--- src/rtl/backscatter_mode_ctrl_if.sv ---
// Front-panel pin bundle for the backscatter mode controller.
//   BTN0, BTN1 : raw active-low buttons (advance mode / toggle antenna)
//   EDEN       : envelope-detector enable
//   RFSWA/B    : complementary RF switch drives
//   ASWSEL     : antenna select
//   MODE       : current mode, for status LEDs
// master = pad/board side driving buttons, slave = the controller.
interface backscatter_mode_ctrl_if #(
  parameter int MODE_W = 2
);
  logic              BTN0;
  logic              BTN1;
  logic              EDEN;
  logic              RFSWA;
  logic              RFSWB;
  logic              ASWSEL;
  logic [MODE_W-1:0] MODE;

  modport master (output BTN0, BTN1,
                  input  EDEN, RFSWA, RFSWB, ASWSEL, MODE);
  modport slave  (input  BTN0, BTN1,
                  output EDEN, RFSWA, RFSWB, ASWSEL, MODE);
endinterface

--- src/rtl/backscatter_mode_ctrl.sv ---
// Front-panel controller for the reverse-backscatter board.
// Debounces two active-low buttons (BTN0 cycles the mode, BTN1 toggles the
// antenna), generates the RFSWA/RFSWB subcarrier with break-before-make dead
// time and a per-mode divider, and drives EDEN / ASWSEL / MODE.
// Ports:
//   CLKA   : system clock
//   RSTBTN : synchronous reset, active-high
//   pins   : button inputs and RF/status outputs (slave modport)
//
// Switch FSM states:
//   state   | meaning
//   IDLE    | mode 0, both switches off
//   A_ON    | RFSWA driven, HP-DEAD_CYC cycles
//   DEAD_AB | both off, DEAD_CYC cycles, A -> B
//   B_ON    | RFSWB driven, HP-DEAD_CYC cycles
//   DEAD_BA | both off, DEAD_CYC cycles, B -> A (also entry after a mode change)
module backscatter_mode_ctrl #(
  parameter int DEB_CYCLES = 256,
  parameter int NUM_MODES  = 4,
  parameter int DIV_BASE   = 10,
  parameter int DEAD_CYC   = 1,
  parameter int MODE_W     = 2
) (
  input logic CLKA,
  input logic RSTBTN,
  backscatter_mode_ctrl_if.slave pins
);

  localparam int DEB_W = $clog2(DEB_CYCLES + 1);
  localparam int CNT_W = MODE_W + $clog2(DIV_BASE) + NUM_MODES;

  typedef enum logic [2:0] {IDLE, A_ON, DEAD_AB, B_ON, DEAD_BA} sw_state_t;

  logic [1:0]       btn_raw;
  logic [1:0]       sync1, sync2, deb, press;
  logic [DEB_W-1:0] deb_cnt [2];

  sw_state_t         state;
  logic [MODE_W-1:0] mode, mode_nxt;
  logic [CNT_W-1:0]  cnt, hp, dur;
  logic              tc, quiet_nxt, pend, pend_eff;
  logic              eden, rfswa, rfswb, aswsel;

  assign btn_raw = {pins.BTN1, pins.BTN0};

  // press[i] is a one-cycle pulse on the debounced falling edge only.
  always_ff @(posedge CLKA) begin
    if (RSTBTN) begin
      sync1      <= '1;
      sync2      <= '1;
      deb        <= '1;
      press      <= '0;
      deb_cnt[0] <= '0;
      deb_cnt[1] <= '0;
    end else begin
      sync1 <= btn_raw;
      sync2 <= sync1;
      press <= '0;
      for (int i = 0; i < 2; i++) begin
        if (sync2[i] == deb[i]) begin
          deb_cnt[i] <= '0;
        end else if (deb_cnt[i] == DEB_W'(DEB_CYCLES - 1)) begin
          deb_cnt[i] <= '0;
          deb[i]     <= sync2[i];
          press[i]   <= ~sync2[i];
        end else begin
          deb_cnt[i] <= deb_cnt[i] + DEB_W'(1);
        end
      end
    end
  end

  assign mode_nxt = (mode == MODE_W'(NUM_MODES - 1)) ? '0 : mode + MODE_W'(1);
  // Half period doubles per mode; the value is meaningless in mode 0 (IDLE ignores it).
  assign hp  = CNT_W'(DIV_BASE) << (mode - MODE_W'(1));
  assign dur = (state == A_ON || state == B_ON) ? hp - CNT_W'(DEAD_CYC) : CNT_W'(DEAD_CYC);
  assign tc  = (cnt == dur - CNT_W'(1));

  // True when both switches will be off after this edge; the antenna may only
  // move on such an edge so it never changes under a conducting RF switch.
  always_comb begin
    quiet_nxt = 1'b1;
    if (!press[0]) begin
      case (state)
        IDLE:            quiet_nxt = 1'b1;
        A_ON, B_ON:      quiet_nxt = tc;
        DEAD_AB, DEAD_BA: quiet_nxt = !tc;
        default:         quiet_nxt = 1'b1;
      endcase
    end
  end

  assign pend_eff = pend | press[1];

  always_ff @(posedge CLKA) begin
    if (RSTBTN) begin
      state  <= IDLE;
      cnt    <= '0;
      mode   <= '0;
      eden   <= 1'b1;
      rfswa  <= 1'b0;
      rfswb  <= 1'b0;
      aswsel <= 1'b0;
      pend   <= 1'b0;
    end else begin
      if (pend_eff && quiet_nxt) begin
        aswsel <= ~aswsel;
        pend   <= 1'b0;
      end else begin
        pend <= pend_eff;
      end

      if (press[0]) begin
        mode  <= mode_nxt;
        eden  <= (mode_nxt == '0);
        cnt   <= '0;
        rfswa <= 1'b0;
        rfswb <= 1'b0;
        state <= (mode_nxt == '0) ? IDLE : DEAD_BA;
      end else begin
        case (state)
          IDLE: begin
            cnt   <= '0;
            rfswa <= 1'b0;
            rfswb <= 1'b0;
          end
          A_ON: begin
            if (tc) begin
              state <= DEAD_AB;
              cnt   <= '0;
              rfswa <= 1'b0;
            end else begin
              cnt <= cnt + CNT_W'(1);
            end
          end
          DEAD_AB: begin
            if (tc) begin
              state <= B_ON;
              cnt   <= '0;
              rfswb <= 1'b1;
            end else begin
              cnt <= cnt + CNT_W'(1);
            end
          end
          B_ON: begin
            if (tc) begin
              state <= DEAD_BA;
              cnt   <= '0;
              rfswb <= 1'b0;
            end else begin
              cnt <= cnt + CNT_W'(1);
            end
          end
          DEAD_BA: begin
            if (tc) begin
              state <= A_ON;
              cnt   <= '0;
              rfswa <= 1'b1;
            end else begin
              cnt <= cnt + CNT_W'(1);
            end
          end
          default: begin
            state <= IDLE;
            cnt   <= '0;
            rfswa <= 1'b0;
            rfswb <= 1'b0;
          end
        endcase
      end
    end
  end

  assign pins.EDEN   = eden;
  assign pins.RFSWA  = rfswa;
  assign pins.RFSWB  = rfswb;
  assign pins.ASWSEL = aswsel;
  assign pins.MODE   = mode;

endmodule

--- src/flat_wrapper.sv ---
// flat-port wrapper written by rule: the top's interface ports become plain ports
module backscatter_mode_ctrl_flat 
#(
  parameter int DEB_CYCLES = 256,
  parameter int NUM_MODES  = 4,
  parameter int DIV_BASE   = 10,
  parameter int DEAD_CYC   = 1,
  parameter int MODE_W     = 2
)
  (CLKA, RSTBTN, pins_BTN0, pins_BTN1, pins_EDEN, pins_RFSWA, pins_RFSWB, pins_ASWSEL, pins_MODE);
  backscatter_mode_ctrl_if #(.MODE_W(MODE_W)) pins_i ();
  input logic CLKA;
  input logic RSTBTN;
  input wire logic [$bits(pins_i.BTN0)-1:0] pins_BTN0;
  input wire logic [$bits(pins_i.BTN1)-1:0] pins_BTN1;
  output wire logic [$bits(pins_i.EDEN)-1:0] pins_EDEN;
  output wire logic [$bits(pins_i.RFSWA)-1:0] pins_RFSWA;
  output wire logic [$bits(pins_i.RFSWB)-1:0] pins_RFSWB;
  output wire logic [$bits(pins_i.ASWSEL)-1:0] pins_ASWSEL;
  output wire logic [$bits(pins_i.MODE)-1:0] pins_MODE;
  assign pins_i.BTN0 = pins_BTN0;
  assign pins_i.BTN1 = pins_BTN1;
  assign pins_EDEN = pins_i.EDEN;
  assign pins_RFSWA = pins_i.RFSWA;
  assign pins_RFSWB = pins_i.RFSWB;
  assign pins_ASWSEL = pins_i.ASWSEL;
  assign pins_MODE = pins_i.MODE;
  backscatter_mode_ctrl #(.DEB_CYCLES(DEB_CYCLES), .NUM_MODES(NUM_MODES), .DIV_BASE(DIV_BASE), .DEAD_CYC(DEAD_CYC), .MODE_W(MODE_W)) u_core (.CLKA(CLKA), .RSTBTN(RSTBTN), .pins(pins_i));
endmodule
--- config.mk ---
export PLATFORM = sky130hd
export DESIGN_NAME = backscatter_mode_ctrl_flat
export DESIGN_NICKNAME = d
export VERILOG_FILES = /design/src/rtl/backscatter_mode_ctrl_if.sv /design/src/rtl/backscatter_mode_ctrl.sv /design/src/flat_wrapper.sv
export SDC_FILE = /design/constraint.sdc
export NUM_CORES = 1
export LEC_CHECK = 0
export ABC_CLOCK_PERIOD_IN_PS = 2800
export CORE_MARGIN = 3
export CORE_UTILIZATION = 35
export DETAILED_ROUTE_END_ITERATION = 8
export PLACE_DENSITY = 0.58
export SETUP_SLACK_MARGIN = 0.1
export SKIP_CTS_REPAIR_TIMING = 1
export SLEW_MARGIN = 30
export SYNTH_ARGS = -nofsm -noshare
export SYNTH_HDL_FRONTEND = slang
export SYNTH_SLANG_ARGS = --single-unit
--- constraint.sdc ---
create_clock -name CLKA -period 2.8 [get_ports CLKA]
set_input_delay 0.7 -clock CLKA [delete_from_list [all_inputs] [get_ports CLKA]]
set_output_delay 0.7 -clock CLKA [all_outputs]
set_load 0.01 [all_outputs]
==> impl_results.md, run 1 <==
- Status: finished, final reports clean
- Final hold violation count: 0
- CTS root buffer: clkbuf_8
- Vias in the first global route: 1637
- Placed wire-length estimate: 2.73 mm
- Die Wd: 87.9 um
- Crit path DAT: 2.69 ns
- Non-Filler Instances: 349
- Grt total ovfl: 0
- Post-synth EDFFs: 18
- Hold slack: 0.414 ns
- IO Pins: 10
- Switching power total: 336 uW
- Number of I/O port buffers: 9
- Initial DRT Pass Iterations: 4
- CTS sink cnt: 46
- Synth Flop Type: dfxtp_1
- TritonCTS Buffers: 5
- FF+latch count, synth: 46
- Unrepaired setup endpoints after global routing: no
- Sum Neg Setup Slack: 0 ns
- Share of total power in the clock network: 0.316
- Remaining routing DRC violations: 0
- Distinct cell type count after synthesis: 45
- Period utilisation layout: 0.877
- Worst-path clk slew: 0.09 ns
- Initial Util: 0.365
- Antenna-violating nets left: 0
- Initial drt markers: 57
- N_diodes: 0
- Row count: 29
- Leak: 0.000967 uW
- Wire per inst: 11.0 um
- Total power draw: 1290 uW
- Core Box Area: 6420 um^2
- Switching Share: 0.260
- Total GRT Usage: 0.115
- Mean Syn Cell Area: 9.57 um^2
- Internal: 954 uW
- Peak VDD IR: 279 uV
- Clk_skew: 0.00713 ns
- Register share of total power: 0.572
- Largest net degree at the start of global routing: 17
- Power per cell area: 484 nW/um^2
- Crit. End Element: register
- Clock latency on the worst-skew pair: 0.30 ns
- Post-route minimum period: 2.46 ns
- Startpoint types: register
- Ys async rst share: 0
- Crit path kind: register to register
- Synth warn: 0
- Final WL: 3.85 mm
- Fmax: 407 MHz
- Share of layout cells above drive strength 1: 0.0846
- Fill count: 618
- Logic pwr share: 0.112
- Placed cells: 341
- Placer Congestion: 0.840
- Final core occ: 0.415
- Vias per cell: 4.74
- Seq/Total Area, Yosys: 0.470
- Max cap viols: 0
- Mapped Area: 2340 um^2
- Initial antenna violation count: 0
- R2r worst-path depth: 8
- H-Tree Depth: 2
- Hold crit path type: register to register
- Fin nets: 286
- CTS Buffer Depth: 2
- Hold Path Depth: 1
- Synthesized netlist cell count: 245
- Final Max Slew Viols: 0
- # setup viols final: 0
- Worst Path Required: 3.04 ns
- Die height: 87.9 um
- Vias: 1655
- CTS tree: done
- Global-route wire length before repair: 6.93 mm
- Die area: 7720 um^2
- Commonest non-fill, non-tap cell in the layout: nor2_1
- Most frequent cells in the layout: nor2_1 (40), dfxtp_1 (28), edfxtp_1 (18), conb_1 (18), nand3_1 (15)
- Crit Path Max Fanout: 10
- Syn-to-layout area delta: 13.6%
sequential cells by signal, summed over array words and instances, names as in the netlist:
signal              cells
u_core.pins.ASWSEL      1
u_core.pins.RFSWA       1
u_core.pins.EDEN        1
u_core.sync1            2
u_core.pins.RFSWB       1
u_core.state            3
u_core.cnt             10
u_core.pend             1
u_core.sync2            2
u_core.deb              2
u_core.deb_cnt         18
u_core.pins.MODE        2
u_core.press            2
synthesized netlist by cell type, types with 8 or more instances:
cell	count	area share
edfxtp_1	18	0.23
inv_1	13	0.021
or3_1	8	0.021
nand3_1	15	0.032
o21ai_0	10	0.021
nand2_1	8	0.013
dfxtp_1	28	0.24
xor2_1	11	0.041
nor2_1	40	0.064
xnor2_1	13	0.049
ha_1	11	0.059
worst paths after layout:
| path | startpoint | end | slack, ns |
|---|---|---|---|
| min | u_core.sync1[0]$_SDFF_PP1_ | u_core.sync2[0]$_SDFF_PP1_ | 0.41 |
| min reg2reg | u_core.sync1[0]$_SDFF_PP1_ | u_core.sync2[0]$_SDFF_PP1_ | 0.41 |
| max reg2reg | u_core.pins.MODE[1]$_SDFFE_PP0P_ | u_core.pins.RFSWB$_SDFFE_PP0P_ | 0.34 |
| max | u_core.pins.MODE[1]$_SDFFE_PP0P_ | u_core.pins.RFSWB$_SDFFE_PP0P_ | 0.34 |
critical path, cell delays in order, from the launching register on:
cell      delay [ns]
dfxtp_1         0.42
inv_1           0.11
ha_1            0.34
nor4bb_1        0.29
a22oi_1         0.16
a32oi_2         0.29
o211ai_4        0.18
or4_1           0.43
a31oi_1         0.17
logic make-up after synthesis:
logic type / count (synthesis) / share of synthesized area
simple gates: 108 / 0.242
flops: 46 / 0.470
compound gates: 31 / 0.0918
xor+xnor: 24 / 0.0896
buf+inv: 22 / 0.0379
fa+ha+maj: 11 / 0.0587
mux: 2 / 0.00854
other cells: 1 / 0.00160
per-layer routing:
layer  share of wire  up-vias  GRT usage  wire [um]
met5               0        -          0          0
met4           0.022        0     0.0614         83
met3           0.027        8     0.0282        104
met2            0.45       16      0.186       1740
met1            0.50      748      0.140       1920
li1                -      883          -          -
power by group through the flow:
stage	Clock, uW	Sequential, uW	Combinational, uW
6_report	408	737	144
3_5_place_dp	0	752	140
2_1_floorplan	0	744	119
3_3_place_gp	0	753	141
4_1_cts	429	737	141
5_1_grt	451	741	163
cell type report:
cell class,count,area [um^2],area share
inverters,13,48.8,0.0183
multi-input cells,194,1230,0.460
clock buffers,6,72.6,0.0272
clock inverters,2,13.8,0.00517
repair buffers,11,105,0.0395
well taps,77,96.3,0.0362
flip-flops and latches,46,1100,0.413
per-stage QoR:
stage	worst slack, ns	cell area [um^2]
6_report	0.344	2660
5_1_grt	0.180	2660
4_1_cts	0.263	2660
3_5_place_dp	0.293	2570
3_3_place_gp	0.369	2570
2_1_floorplan	0.322	2410
No activity file was read; power rests on OpenSTA's default activity.
==> run 2, diff against run 1 <==
CORE_UTILIZATION = 55   (was 35)
PLACE_DENSITY = 0.8   (was 0.58)
==> impl_results.md, run 2 (synthesized netlist as in run 1, its figures left out) <==
- Startpoint types: register
- Final hold violation count: 0 (unchanged)
- Worst Path Required: 3.03 ns (about the same)
- Post-route minimum period: 2.47 ns (+0.0122 ns)
- Peak VDD IR: 241 uV (-13%)
- Initial DRT Pass Iterations: 4 (unchanged)
- Max cap viols: 0 (unchanged)
- # setup viols final: 0 (unchanged)
- Max-slew headroom: 0.668
- CTS Buffer Depth: 2 (unchanged)
- Syn-to-layout area delta: 12.2%
- Die area: 5080 um^2 (-34%)
- Hold crit path type: register to register
- Clock latency on the worst-skew pair: 0.30 ns (about the same)
- M1 WL: 1.87 mm (-2.4%)
- Total GRT Usage: 0.171 (+0.0563)
- IO Pins: 10 (unchanged)
- Status: finished, final reports clean
- Logic pwr share: 0.112 (about the same)
- Share of layout cells above drive strength 1: 0.0882 (+0.00368)
- Sum Neg Setup Slack: 0 ns (unchanged)
- Crit path DAT: 2.70 ns (about the same)
- Biggest regs: u_core.deb_cnt: 18 flops, u_core.cnt: 10 flops, u_core.state: 3 flops
- DR WL met3: 148 um (+42%)
- Initial antenna violation count: 0 (unchanged)
- Crit Path Max Fanout: 10 (unchanged)
- Period utilisation layout: 0.881 (+0.00435)
- N_diodes: 0 (unchanged)
- Initial Util: 0.578 (+0.213)
- Placed cells: 314 (-7.9%)
- Min-delay src: u_core.sync1[0]$_SDFF_PP1_
- Row count: 23 (-21%)
- Final core occ: 0.648 (+0.234)
- R2r worst-path depth: 8 (unchanged)
- Remaining routing DRC violations: 0 (unchanged)
- Internal: 954 uW (about the same)
- Crit. End Element: register
- Global-route wire length before repair: 6.84 mm (-1.2%)
- Max reg flops: 18 (unchanged)
- Placed wire-length estimate: 2.83 mm (+3.7%)
- R2R Setup Slk: 0.33 ns (about the same)
- Power per cell area: 486 nW/um^2 (+0.47%)
- Antenna-violating nets left: 0 (unchanged)
- Core Box Area: 4060 um^2 (-37%)
- Final Max Slew Viols: 0 (unchanged)
- Share of total power in the clock network: 0.312 (-0.004)
- Leak: 0.000968 uW (about the same)
- Initial drt markers: 70 (+23%)
- Placer Congestion: 0.786 (-6.4%)
- Register share of total power: 0.576 (+0.004)
- Vias per cell: 5.28 (+11%)
- Die height: 71.3 um (-19%)
- Commonest non-fill, non-tap cell in the layout: nor2_1
- Hold slack: 0.418 ns (+0.00409 ns)
- Wire per inst: 12.1 um (+9.8%)
- Grt total ovfl: 0 (unchanged)
- Top sig layer: met4
- Reg-to-Reg End: u_core.pins.RFSWB$_SDFFE_PP0P_
- Unrepaired setup endpoints after global routing: no
- Die Wd: 71.3 um (-19%)
- Worst-path clk slew: 0.08 ns (about the same)
- Largest net degree at the start of global routing: 16 (-1)
- Clk_skew: 0.00498 ns (-0.00215 ns)
- Number of I/O port buffers: 9 (unchanged)
- Fill count: 346 (-44%)
- Non-Filler Instances: 322 (-7.7%)
- Top reg by flops: u_core.deb_cnt
- WL met2: 1.72 mm (-1.1%)
- Vias in the first global route: 1643 (+0.37%)
- CTS sink cnt: 46 (unchanged)
- H-Tree Depth: 2 (unchanged)
- TritonCTS Buffers: 5 (unchanged)
- Hold Path Depth: 1 (unchanged)
- CTS root buffer: clkbuf_8
- Fin nets: 286 (unchanged)
- Crit path kind: register to register
- CTS tree: done
- Vias: 1700 (+2.7%)
- Fmax: 405 MHz (-0.49%)
- Most frequent cells in the layout: nor2_1 (40), dfxtp_1 (28), edfxtp_1 (18), conb_1 (18), nand3_1 (15)
- Hold EP: u_core.sync2[0]$_SDFF_PP1_
- Switching power total: 326 uW (-2.9%)
- Switching Share: 0.255 (-0.00552)
- R2r startpoint: u_core.pins.MODE[1]$_SDFFE_PP0P_
- Slew @ Worst Pin: 0.495 ns
- Final WL: 3.90 mm (+1.3%)
-- run 2: power groups by stage --
stage / Combinational, uW / Sequential [uW] / Clock [uW]
floorplan: 119 / 744 / 0
global placement: 138 / 752 / 0
detailed placement: 140 / 752 / 0
CTS: 141 / 737 / 411
global route: 161 / 742 / 434
finish: 143 / 737 / 400
-- run 2: how the worst max path moves through the flow --
stage	start	end	slack, ns
2_1_floorplan	u_core.pins.MODE[0]$_SDFFE_PP0P_	u_core.pins.RFSWB$_SDFFE_PP0P_	0.32
3_5_place_dp	u_core.pins.MODE[1]$_SDFFE_PP0P_	u_core.cnt[1]$_SDFF_PP0_	0.28
6_report	u_core.pins.MODE[1]$_SDFFE_PP0P_	u_core.pins.RFSWB$_SDFFE_PP0P_	0.33
3_3_place_gp	u_core.pins.MODE[1]$_SDFFE_PP0P_	u_core.pins.RFSWB$_SDFFE_PP0P_	0.41
4_1_cts	u_core.pins.MODE[1]$_SDFFE_PP0P_	u_core.pins.RFSWB$_SDFFE_PP0P_	0.24
5_1_grt	u_core.pins.MODE[1]$_SDFFE_PP0P_	u_core.pins.RFSWB$_SDFFE_PP0P_	0.14
-- run 2: metrics by stage --
step | setup WS [ns] | power [uW] | cell area, um^2
after detailed placement | 0.282 | 892 | 2540
after global placement | 0.411 | 890 | 2540
after global routing | 0.142 | 1340 | 2630
after CTS | 0.240 | 1290 | 2620
final | 0.332 | 1280 | 2630
after floorplan | 0.322 | 863 | 2410
-- run 2: per-layer routing --
| layer | up-vias | GRT usage |
|---|---|---|
| met5 | - | 0 |
| met3 | 16 | 0.0393 |
| met4 | 0 | 0.121 |
| li1 | 885 | - |
| met1 | 770 | 0.212 |
| met2 | 29 | 0.262 |
-- run 2: critical path, stage by stage, from the launching register on --
cell	delay, ns
dfxtp_1	0.44
inv_1	0.11
ha_1	0.34
nor4bb_1	0.30
a22oi_1	0.16
a32oi_2	0.29
o211ai_4	0.17
or4_1	0.43
a31oi_1	0.16
-- run 2: area by class of cell --
class | count | area, um^2 | area share
Tap cell | 50 | 62.6 | 0.0238
Timing Repair Buffer | 11 | 105 | 0.0399
Sequential cell | 46 | 1100 | 0.418
Inverter | 13 | 48.8 | 0.0185
Clock buffer | 6 | 72.6 | 0.0276
Multi-Input combinational cell | 194 | 1230 | 0.466
Clock inverter | 2 | 13.8 | 0.00523
